`config.mk`:
```
export PLATFORM = sky130hd
export DESIGN_NAME = keypad_scanner
export DESIGN_NICKNAME = d
export VERILOG_FILES = /design/src/rtl/keypad_pkg.sv /design/src/rtl/keypad_debounce.sv /design/src/rtl/keypad_scanner.sv
export SDC_FILE = /design/constraint.sdc
export NUM_CORES = 1
export LEC_CHECK = 0
export BUFFER_PORTS_ARGS = -buffer_cell sky130_fd_sc_hd__buf_2
export CORE_UTILIZATION = 57
export DETAILED_ROUTE_END_ITERATION = 8
export PLACE_DENSITY = 0.81
export SKIP_CTS_REPAIR_TIMING = 1
export SLEW_MARGIN = 25
export SYNTH_ARGS = -nofsm -noshare
export SYNTH_HDL_FRONTEND = slang
export SYNTH_SLANG_ARGS = --single-unit
```
`constraint.sdc`:
```
create_clock -name clk -period 3.6 [get_ports clk]
set_clock_uncertainty 0.1 [all_clocks]
set_input_delay 0.36 -clock clk [delete_from_list [all_inputs] [get_ports clk]]
set_output_delay 0.36 -clock clk [all_outputs]
set_load 0.05 [all_outputs]
```
`src/rtl/keypad_pkg.sv`:
```
// Shared types and constants for the 4x4 keypad scanner.
// "No key" is carried as a separate valid flag, never as an in-band code.
package keypad_pkg;

  localparam int KP_ROWS   = 4;
  localparam int KP_COLS   = 4;
  localparam int KP_CODE_W = 4;
  localparam int KP_KEYS   = KP_ROWS * KP_COLS;

  typedef enum logic [1:0] {
    KP_IDLE,
    KP_PRESS,
    KP_HELD,
    KP_RELEASE
  } kp_state_e;

  typedef struct packed {
    logic                 valid;
    logic [KP_CODE_W-1:0] code;
  } kp_cand_t;

  // Lowest set index wins when several keys are down together.
  function automatic kp_cand_t kp_lowest_key(input logic [KP_KEYS-1:0] frame);
    kp_cand_t c;
    c = '0;
    for (int i = KP_KEYS - 1; i >= 0; i--) begin
      if (frame[i]) begin
        c.valid = 1'b1;
        c.code  = KP_CODE_W'(i);
      end
    end
    return c;
  endfunction

endpackage

```
`src/rtl/keypad_debounce.sv`:
```
// Frame-level debounce FSM: turns one candidate per scanned frame into
// accepted key presses (strobe + code) and a debounced held flag.
module keypad_debounce
  import keypad_pkg::*;
#(
  parameter int DEBOUNCE_CNT = 4
) (
  input  logic                 clk,
  input  logic                 rst,
  input  logic                 frame_done_i,
  input  logic                 cand_valid_i,
  input  logic [KP_CODE_W-1:0] cand_code_i,
  output logic [KP_CODE_W-1:0] key_code_o,
  output logic                 key_valid_o,
  output logic                 key_held_o
);

  localparam int CNT_W = $clog2(DEBOUNCE_CNT + 1);
  localparam logic [CNT_W-1:0] CNT_MAX = CNT_W'(DEBOUNCE_CNT);
  localparam logic [CNT_W-1:0] CNT_ONE = CNT_W'(1);

  kp_state_e            state_q, state_d;
  logic [CNT_W-1:0]     cnt_q, cnt_d;
  logic [KP_CODE_W-1:0] latch_q, latch_d;
  logic [KP_CODE_W-1:0] code_q, code_d;
  logic                 valid_q, valid_d;
  logic                 held_q, held_d;

  logic             hit;
  logic [CNT_W-1:0] cnt_inc;

  assign hit     = cand_valid_i && (cand_code_i == latch_q);
  assign cnt_inc = (cnt_q == CNT_MAX) ? cnt_q : cnt_q + CNT_ONE;

  always_ff @(posedge clk or posedge rst) begin
    if (rst) begin
      state_q <= KP_IDLE;
      cnt_q   <= '0;
      latch_q <= '0;
      code_q  <= '0;
      valid_q <= 1'b0;
      held_q  <= 1'b0;
    end else begin
      state_q <= state_d;
      cnt_q   <= cnt_d;
      latch_q <= latch_d;
      code_q  <= code_d;
      valid_q <= valid_d;
      held_q  <= held_d;
    end
  end

  always_comb begin
    state_d = state_q;
    cnt_d   = cnt_q;
    latch_d = latch_q;
    code_d  = code_q;
    valid_d = 1'b0;

    if (frame_done_i) begin
      unique case (state_q)
        KP_IDLE: begin
          if (cand_valid_i) begin
            latch_d = cand_code_i;
            cnt_d   = CNT_ONE;
            // A single-frame debounce accepts on the frame that saw the key.
            if (DEBOUNCE_CNT == 1) begin
              state_d = KP_HELD;
              code_d  = cand_code_i;
              valid_d = 1'b1;
            end else begin
              state_d = KP_PRESS;
            end
          end
        end
        KP_PRESS: begin
          if (!cand_valid_i) begin
            state_d = KP_IDLE;
            cnt_d   = '0;
          end else if (hit) begin
            cnt_d = cnt_inc;
            if (cnt_inc == CNT_MAX) begin
              state_d = KP_HELD;
              code_d  = latch_q;
              valid_d = 1'b1;
            end
          end else begin
            latch_d = cand_code_i;
            cnt_d   = CNT_ONE;
          end
        end
        KP_HELD: begin
          if (!hit) begin
            state_d = KP_RELEASE;
            cnt_d   = CNT_ONE;
          end
        end
        KP_RELEASE: begin
          // The same key coming back resumes the hold without a new strobe.
          if (hit) begin
            state_d = KP_HELD;
          end else begin
            cnt_d = cnt_inc;
            if (cnt_inc == CNT_MAX) begin
              state_d = KP_IDLE;
              cnt_d   = '0;
            end
          end
        end
        default: begin
          state_d = KP_IDLE;
          cnt_d   = '0;
        end
      endcase
    end

    held_d = (state_d == KP_HELD) || (state_d == KP_RELEASE);
  end

  assign key_code_o  = code_q;
  assign key_valid_o = valid_q;
  assign key_held_o  = held_q;

endmodule

```
`src/rtl/keypad_scanner.sv`:
```
// 4x4 active-low keypad scanner: row sequencing, column sync, frame snapshot.
// Optional hex entry shift register enabled by defining KEYPAD_SHIFT_EN.
module keypad_scanner
  import keypad_pkg::*;
#(
  parameter int SCAN_DIV     = 1000,
  parameter int DEBOUNCE_CNT = 4
) (
  input  logic                 clk,
  input  logic                 rst,
  output logic [KP_ROWS-1:0]   row,
  input  logic [KP_COLS-1:0]   col,
  output logic [KP_CODE_W-1:0] key_code,
  output logic                 key_valid,
  output logic                 key_held,
  output logic [31:0]          entry
);

  localparam int DIV_W = $clog2(SCAN_DIV);
  localparam int ROW_W = $clog2(KP_ROWS);
  localparam logic [DIV_W-1:0] DWELL_LAST = DIV_W'(SCAN_DIV - 1);
  localparam logic [ROW_W-1:0] ROW_LAST   = ROW_W'(KP_ROWS - 1);

  logic [KP_COLS-1:0] col_meta_q, col_sync_q;
  logic [DIV_W-1:0]   dwell_q, dwell_d;
  logic [ROW_W-1:0]   row_idx_q, row_idx_d;
  logic [KP_COLS-1:0] snap_q [KP_ROWS];
  logic [KP_KEYS-1:0] frame_flat;
  logic               dwell_last;
  logic               frame_done;
  kp_cand_t           cand;

  always_ff @(posedge clk or posedge rst) begin
    if (rst) begin
      col_meta_q <= '1;
      col_sync_q <= '1;
      dwell_q    <= '0;
      row_idx_q  <= '0;
    end else begin
      col_meta_q <= col;
      col_sync_q <= col_meta_q;
      dwell_q    <= dwell_d;
      row_idx_q  <= row_idx_d;
    end
  end

  assign dwell_last = (dwell_q == DWELL_LAST);

  always_comb begin
    dwell_d   = dwell_q + DIV_W'(1);
    row_idx_d = row_idx_q;
    if (dwell_last) begin
      dwell_d   = '0;
      row_idx_d = row_idx_q + ROW_W'(1);
    end
  end

  assign row = ~(4'b0001 << row_idx_q);

  // The row being sampled this cycle bypasses its snapshot slot so the
  // complete frame is visible on the same cycle as frame_done.
  for (genvar gi = 0; gi < KP_ROWS; gi++) begin : g_row
    logic row_sample;
    assign row_sample = dwell_last && (row_idx_q == ROW_W'(gi));

    always_ff @(posedge clk or posedge rst) begin
      if (rst) begin
        snap_q[gi] <= '0;
      end else if (row_sample) begin
        snap_q[gi] <= ~col_sync_q;
      end
    end

    assign frame_flat[gi*KP_COLS +: KP_COLS] = row_sample ? ~col_sync_q : snap_q[gi];
  end

  assign frame_done = dwell_last && (row_idx_q == ROW_LAST);
  assign cand       = kp_lowest_key(frame_flat);

  keypad_debounce #(
    .DEBOUNCE_CNT(DEBOUNCE_CNT)
  ) u_debounce (
    .clk         (clk),
    .rst         (rst),
    .frame_done_i(frame_done),
    .cand_valid_i(cand.valid),
    .cand_code_i (cand.code),
    .key_code_o  (key_code),
    .key_valid_o (key_valid),
    .key_held_o  (key_held)
  );

`ifdef KEYPAD_SHIFT_EN
  logic [31:0] entry_q;

  always_ff @(posedge clk or posedge rst) begin
    if (rst) begin
      entry_q <= '0;
    end else if (key_valid) begin
      entry_q <= {entry_q[27:0], key_code};
    end
  end

  assign entry = entry_q;
`else
  assign entry = 32'h0;
`endif

endmodule

```
==> metrics.cfg <==
[outcome]
status=finished, final reports clean

[worst_setup_path]
r2r_start=dwell_q[3]
critPathLaunch=dwell_q[3]
reg2regPathDepth=9
arrival_ns=3.45
r2r_slack_ns=0.25
critPathMaxFanout=8
cp-end-kind=flip-flop
criticalPathCategory=reg -> reg
required_ns=3.71
reg2reg_to=u_debounce.cnt_q[2]
cp-start-kind=flip-flop

[logic_synthesis]
synth_top_area_frac=0.359
syn_avg_cell_area_um2=9.92
synth_top_area_cell=dfrtp_1
synth_area_um2=3000
synth_area_leaders=dfrtp_1 36%, buf_4 8.3%, dfstp_2 7.0%, mux2i_1 4.0%, mux2_1 3.8%
ys_seq_area_frac=0.429
ys_seq_elements=51
ys_warn_count=0
syn_inst=302
synthArstFlopShare=1.00
synth_edf_count=0
synth.distinct_cells=55
ys.flop_type=dfrtp_1

[drt]
dr.pass1.iters=4
antenna_left=0
drt_iter0_drc=81
drcViolationCount=0
drt-total-wl_mm=5.22
vias_per_cell=5.30
wire_per_inst_um=13.5
vias=2056

[sta]
timing.fmax_mhz=299
fin_crit_ns=3.35
rsz0062_at_grt=false
drv_slew=0
hold_viol_final=0
fin_crit_sh=0.929
setup_violations=0
slew_headroom=0.432
fin_hold_ws_ns=0.0442
worst_slew_pin_slew_ns=0.851
tns_ns=0

[pwr]
peakVddDrop_v=0.000307
p_leak_uw=0.00158
powerDensity_nw_per_um2=322
power_uw=998

[final_layout]
syn2layout_area_growth_pct=3.30
num-fill-cells=433
final_area_um2=3100
seqCellArea_um2=1290
final_cells=388
diodes=0
final_common_cell=dfrtp_1
nets=330
drive_gt1_frac=0.170
layout_common_cells=43 x dfrtp_1, 32 x conb_1, 24 x nand2_1
multi_input_area_um2=1440

[worst_hold_path]
hold_class=in -> reg
min_to=col_meta_q[0]
min_path_cells=1
hp-start=col[0]

[clock_tree]
numCtsBuffers=5
cts_root_buf=clkbuf_8
clk_latency_ns=0.32
clockBufferDepth=2
cts.sinks=51
clkSlewWorstSetupHoldPaths_ns=0.10
cts_max_level=2
tritoncts=yes

[die]
die_h_um=74.5
core_um2=5070
ios=48
rows=26
start_util=0.590
dieWidth_um=74.5
die-area_um2=5550

[flow_run]
max_cap_viol_count=0

[global_route]
grt_max_degree=52
gr-total-overflow=0
grt_pass1_wl_mm=8.56
grt_pass1_vias=1838
antenna_found_initial=0
track_usage=0.207

[place]
hpwl_mm=3.89
place_area_um2=3010
gp_congestion=0.822
dp.cells=380
portBuffers=15

## synthesized netlist by cell type (2+ instances only)
cell and n:
mux2_1 10, clkbuf_1 4, nor4_1 5, dfrtp_1 43, and2_1 2, and3_1 4, nand2_1 24, mux2_4 2
nand4_1 3, o32ai_1 3, xnor2_1 5, nor3_1 5, and4_1 2, a31oi_1 2, o21ai_0 15, nand4_4 2
nand3_1 8, mux2_2 5, dfstp_2 8, mux2i_1 12, xor2_1 4, ha_1 7, buf_4 33, nor2b_1 4
buf_6 2, nor3b_1 4, nor2_1 22, a21oi_1 10, inv_1 24, buf_2 3
## per-stage QoR
step	utilization	setup slack, ns
floorplan	-	0.387
global placement	0.592	0.269
detailed placement	0.592	0.183
CTS	0.609	0.176
global route	0.610	0.0433
finish	0.610	0.255
## worst max-delay path, stage by stage (launching register included)
cell and delay (ns):
dfrtp_1 0.43, and4bb_2 0.45, nand4_4 0.22, mux2_4 0.37, or3b_1 0.37, o32ai_1 0.15
a31oi_1 0.12, nor4_4 0.41, mux2_4 0.34, a221o_1 0.29
## registers in the layout, indices dropped and copies added, names as in the netlist
register / count
u_debounce.key_held_o: 1
u_debounce.state_q: 2
u_debounce.key_valid_o: 1
row_idx_q: 2
col_sync_q: 4
dwell_q: 10
u_debounce.latch_q: 4
col_meta_q: 4
u_debounce.key_code_o: 4
u_debounce.cnt_q: 3
snap_q: 16
## logic make-up (layout without fill, tap and decap cells)
| family | count (synthesis) | after routing | synth area share |
|---|---|---|---|
| buf+inv | 67 | 52 | 0.132 |
| mux | 29 | 29 | 0.106 |
| flops | 51 | 51 | 0.429 |
| xor+xnor | 9 | 9 | 0.0263 |
| fa+ha+maj | 7 | 7 | 0.0292 |
| other cells | 1 | 32 | 0.00125 |
| simple gates | 92 | 92 | 0.175 |
| compound gates | 46 | 46 | 0.101 |
## cell type report
class | instances | area share
Multi-Input combinational cell | 215 | 0.464
Clock buffer | 6 | 0.0234
Clock inverter | 2 | 0.00404
Timing Repair Buffer | 19 | 0.0340
Sequential cell | 51 | 0.416
Tap cell | 70 | 0.0283
Inverter | 25 | 0.0307
## routing by layer
layer  vias to the layer above  track usage  wire length [µm]
li1                       1006            -                 -
met1                       975        0.281              2410
met2                        64        0.323              2510
met3                        11       0.0501               201
met4                         0       0.0755                97
met5                         -            0                 0
## power by group
group	switching, µW	leakage, µW	internal [µW]	total [µW]
clock network	186	0.0000412	136	322
logic	87.5	0.000871	3.28	90.7
registers	4.35	0.000671	581	585
total	278	0.00158	720	998
## how the worst max path moves through the flow
| stage | slack [ns] | endpoint | cells past startpoint |
|---|---|---|---|
| floorplan | 0.39 | u_debounce.cnt_q[2] | 10 |
| global placement | 0.27 | u_debounce.cnt_q[2] | 10 |
| detailed placement | 0.18 | u_debounce.cnt_q[2] | 10 |
| CTS | 0.18 | u_debounce.cnt_q[2] | 10 |
| global route | 0.04 | u_debounce.cnt_q[2] | 10 |
| finish | 0.25 | u_debounce.cnt_q[2] | 9 |
Note: power is estimated with default switching activity, not from simulation.
